$ cat config.mk
export PLATFORM = sky130hd
export DESIGN_NAME = pipe_skid_buf
export DESIGN_NICKNAME = d
export VERILOG_FILES = /design/src/rtl/pipe_skid_buf.sv
export SDC_FILE = /design/constraint.sdc
export NUM_CORES = 1
export LEC_CHECK = 0
export ABC_AREA = 1
export CORE_UTILIZATION = 40
export CTS_BUF_LIST = sky130_fd_sc_hd__clkbuf_4 sky130_fd_sc_hd__clkbuf_8
export CTS_CLUSTER_DIAMETER = 50
export DETAILED_ROUTE_END_ITERATION = 12
export PLACE_DENSITY_LB_ADDON = 0.05
export SLEW_MARGIN = 0
export SYNTH_ARGS = -nofsm -noshare
export SYNTH_HDL_FRONTEND = slang
export SYNTH_SLANG_ARGS = --single-unit
$ cat constraint.sdc
create_clock -name clk -period 2.47 [get_ports clk]
set_input_delay 0.3705 -clock clk [delete_from_list [all_inputs] [get_ports clk]]
set_output_delay 0.3705 -clock clk [all_outputs]
set_load 0.05 [all_outputs]
$ cat src/rtl/pipe_skid_buf.sv
// pipe_skid_buf: two-entry pipeline skid buffer with a valid/ready handshake on both sides.
//
// The head entry lives in main and drives out_data directly. The skid register catches one
// extra beat when the consumer stalls while the producer is still sending. The handshake
// outputs are registered, so in_ready and out_valid never depend combinationally on
// out_ready or in_valid.
//
// Ports
//   clk        in   clock, all state updates on its rising edge
//   r          in   asynchronous active-high reset
//   flush      in   synchronous clear of all held entries
//   in_valid   in   producer presents in_data
//   in_ready   out  buffer can accept in_data this cycle
//   in_data    in   producer payload, N bits
//   out_valid  out  out_data holds a valid entry
//   out_ready  in   consumer takes out_data this cycle
//   out_data   out  head-entry payload, N bits
//   occ        out  number of held entries, 0..2

module pipe_skid_buf #(
  parameter int unsigned N = 32
) (
  input  logic         clk,
  input  logic         r,
  input  logic         flush,
  input  logic         in_valid,
  output logic         in_ready,
  input  logic [N-1:0] in_data,
  output logic         out_valid,
  input  logic         out_ready,
  output logic [N-1:0] out_data,
  output logic [1:0]   occ
);

  typedef enum logic [1:0] {
    StEmpty = 2'd0,
    StOne   = 2'd1,
    StFull  = 2'd2
  } state_e;

  state_e       r_state;
  logic [N-1:0] r_main;
  logic [N-1:0] r_skid;
  logic         r_out_valid;
  logic         r_in_ready;
  logic [1:0]   r_occ;

  state_e       w_state_d;
  logic [N-1:0] w_main_d;
  logic [N-1:0] w_skid_d;

  // Next-state and data-load decode. Registers hold unless a listed transition loads them.
  always_comb begin
    w_state_d = r_state;
    w_main_d  = r_main;
    w_skid_d  = r_skid;

    unique case (r_state)
      StEmpty: begin
        if (in_valid) begin
          w_state_d = StOne;
          w_main_d  = in_data;
        end
      end
      StOne: begin
        if (in_valid && out_ready) begin
          // One beat leaves and one arrives in the same cycle.
          w_main_d = in_data;
        end else if (in_valid) begin
          w_state_d = StFull;
          w_skid_d  = in_data;
        end else if (out_ready) begin
          w_state_d = StEmpty;
        end
      end
      StFull: begin
        // in_ready is low here, so in_valid is ignored.
        if (out_ready) begin
          w_state_d = StOne;
          w_main_d  = r_skid;
        end
      end
      default: begin
        w_state_d = StEmpty;
      end
    endcase

    // Flush wins over every transition; anything accepted this cycle is dropped.
    if (flush) begin
      w_state_d = StEmpty;
      w_main_d  = '0;
      w_skid_d  = '0;
    end
  end

  // State, payload and handshake outputs all register together so the outputs are
  // always consistent with the state they describe.
  always_ff @(posedge clk or posedge r) begin
    if (r) begin
      r_state     <= StEmpty;
      r_main      <= '0;
      r_skid      <= '0;
      r_out_valid <= 1'b0;
      r_in_ready  <= 1'b1;
      r_occ       <= 2'd0;
    end else begin
      r_state     <= w_state_d;
      r_main      <= w_main_d;
      r_skid      <= w_skid_d;
      r_out_valid <= (w_state_d != StEmpty);
      r_in_ready  <= (w_state_d != StFull);
      unique case (w_state_d)
        StEmpty: r_occ <= 2'd0;
        StOne:   r_occ <= 2'd1;
        StFull:  r_occ <= 2'd2;
        default: r_occ <= 2'd0;
      endcase
    end
  end

  assign out_valid = r_out_valid;
  assign in_ready  = r_in_ready;
  assign occ       = r_occ;
  assign out_data  = r_main;

endmodule
==> flow_summary.toml <==
[status]
outcome = "finished, final reports clean"

[floorplanning]
fp.dieW_um = 96.4
ioPinCount = 73
start_util = 0.411
core_um2 = 8680
rows = 34
die_h_um = 96.4
die_area_um2 = 9300

[critical_path]
cp_cell_sequence = "clkdlybuf4s50_1"
startpoint = "in_ready$_DFF_PP1_"
criticalPathCategory = "reg2out"
path_max_fanout = 1
timing.rr.start = "r_state[0]$_DFF_PP0_"
end_kind = "primary output"
worst_setup_path_start_kind = "flop"
max_stage_delay_ns = 0.79
slowest_stage = "clkdlybuf4s50_1"
r2r_slack_ns = 0.66
cp_top_family = "buffers and inverters"
critPathBufInv = 1
r2r_end = "out_data[2]$_DFFE_PP0P_"
required_ns = 2.10
worstSetupPathDepth = 1
r2r.worst_path.cells = 6
critPathArrivalTime_ns = 1.64

[synthesis]
yosys.area_share.simple = 0.291
ys_types = 23
synth_xor_area_frac = 0
synth_edf_count = 0
syn_nets = 441
synth_top_area_frac = 0.484
ys_ff_latch = 70
muxShareOfSynthArea = 0
synth_cells = 400
synth.most_common_cell = "nand3_1"
post-synth-top-area-cell = "dfrtp_1"
yosysWarnings = 0
synthAdderAreaFrac = 0.0140
synth-compound-area-share = 0.0954
synthTopCellsByCount = "nand3_1 (72), dfrtp_1 (69), nand2_1 (61)"
netlist_area_um2 = 3570
yosysSeqAreaShare = 0.491
synth.area.top_cells = "dfrtp_1 (48%), nand3_1 (10%), nand3_2 (7.6%)"
ys.flop_type = "dfrtp_1"
synth_top_family_by_area = "simple AND/OR/NAND/NOR gates"
async_reset_ff_frac = 1.00
synth_area_per_cell_um2 = 8.92

[sta]
rsz0062_at_grt = "no"
slew_headroom = 0.627
clock_skew_ns = 0.00693
hold_viol = 0
worst_pin_slew_ns = 0.559
max_freq_mhz = 498
slew_violations = 0
period_needed_ns = 2.01
fin_crit_sh = 0.812
fin_setup_tns_ns = 0
setup_viol = 0

[routing]
drcViolationCount = 0
routed_wl_mm = 7.88
via_per_inst = 4.96
wire_per_inst_um = 13.7
dr_total_vias = 2856
drtAntennaViolNets = 0
drtIter0Drc = 117
dr.pass1.iters = 4

[finish]
diodes = 0
final_core_util = 0.522
stdcell_count = 576
nets = 504
drive_gt1_frac = 0.143
area_growth_pct = 27.0

[placement]
dpl.cell_count = 560
place.gp.congestion = 0.782
port_buffers = 72
dp_hpwl_mm = 5.08

[clock_tree]
path_clk_slew_ns = 0.08
cts-root-buf = "clkbuf_8"
post_cts_buffers = 0
clk-insertion-delay-late_ns = 0.34
cts_tree = "yes"
cts.sink_count = 70
cts_max_level = 3
cts_made_buffers = 9
hold_buffers = 0
cts_resized = 0
clockBufferDepth = 2

[grt]
grt_pass1_vias = 2744
grt.total_usage = 0.187
grt_max_degree = 71
antenna_found_initial = 0
grt_overflow_total = 0
grt_first_pass_wirelength_mm = 13.3

[worst_hold_path]
hold_path.class = "in2async"

[pwr]
ir_drop_mv = 0.315
leakage_uw = 0.00213
p_total_uw = 3120
p_per_area_nw_per_um2 = 688

[flow_run]
max-cap-violations = 0
cells in the final DEF, fill, tap and decap left out, types with 4 or more instances in the layout:
master / instances
clkdlybuf4s50_1: 72
nor2_1: 18
inv_1: 38
o21ai_0: 28
nand3_1: 72
clkbuf_8: 11
o21ai_1: 22
dfrtp_1: 69
nand3_2: 27
nand2_1: 61
nand2_4: 4
a21oi_1: 18
buf_4: 5
logic make-up after synthesis:
family                     after synthesis
AOI/OAI and AO/OA                       68
and+or+nand+nor                        188
DFF                                     70
adders and majority gates                4
buffers and inverters                   70
where the power goes:
group / internal (µW) / leakage (µW) / switching, µW
Clock: 624 / 0.000116 / 435
Combinational: 262 / 0.00108 / 512
Sequential: 1240 / 0.000935 / 45.7
Total: 2120 / 0.00213 / 993
cell type report:
cell class	instances	area, µm²
fill	842	4150
clock inverter	5	81.3
inverter	42	159
sequential	70	1750
clock buffer	11	151
tap	108	135
multi-input combinational	260	1430
timing repair buffer	80	818
state kept, by name, summed over array words and instances, names as in the netlist:
name	flops
in_ready	1
r_state	2
out_valid	1
r_skid	32
occ	2
out_data	32
stage by stage:
step | hold slack [ns] | worst slack (ns) | instance area (µm²)
after floorplan | 0.478 | 0.333 | 3570
after global placement | 0.483 | 0.440 | 4300
after detailed placement | 0.488 | 0.433 | 4300
after CTS | 0.439 | 0.435 | 4530
after global routing | 0.483 | 0.409 | 4530
final | 0.404 | 0.464 | 4530
routing by layer:
layer / vias up / part of all wire / global-route usage
li1: 1444 / - / -
met1: 1348 / 0.48 / 0.251
met2: 58 / 0.47 / 0.304
met3: 6 / 0.039 / 0.0329
met4: 0 / 0.011 / 0.0625
met5: - / 0 / 0
how the worst max path moves through the flow:
stage                              to  slack, ns
2_1_floorplan        occ[0]$_DFF_PP0_       0.33
3_3_place_gp   r_skid[12]$_DFFE_PP0P_       0.44
3_5_place_dp   r_skid[12]$_DFFE_PP0P_       0.43
4_1_cts                      in_ready       0.44
5_1_grt                      in_ready       0.41
6_report                     in_ready       0.46
No activity file was read; power rests on OpenSTA's default activity.
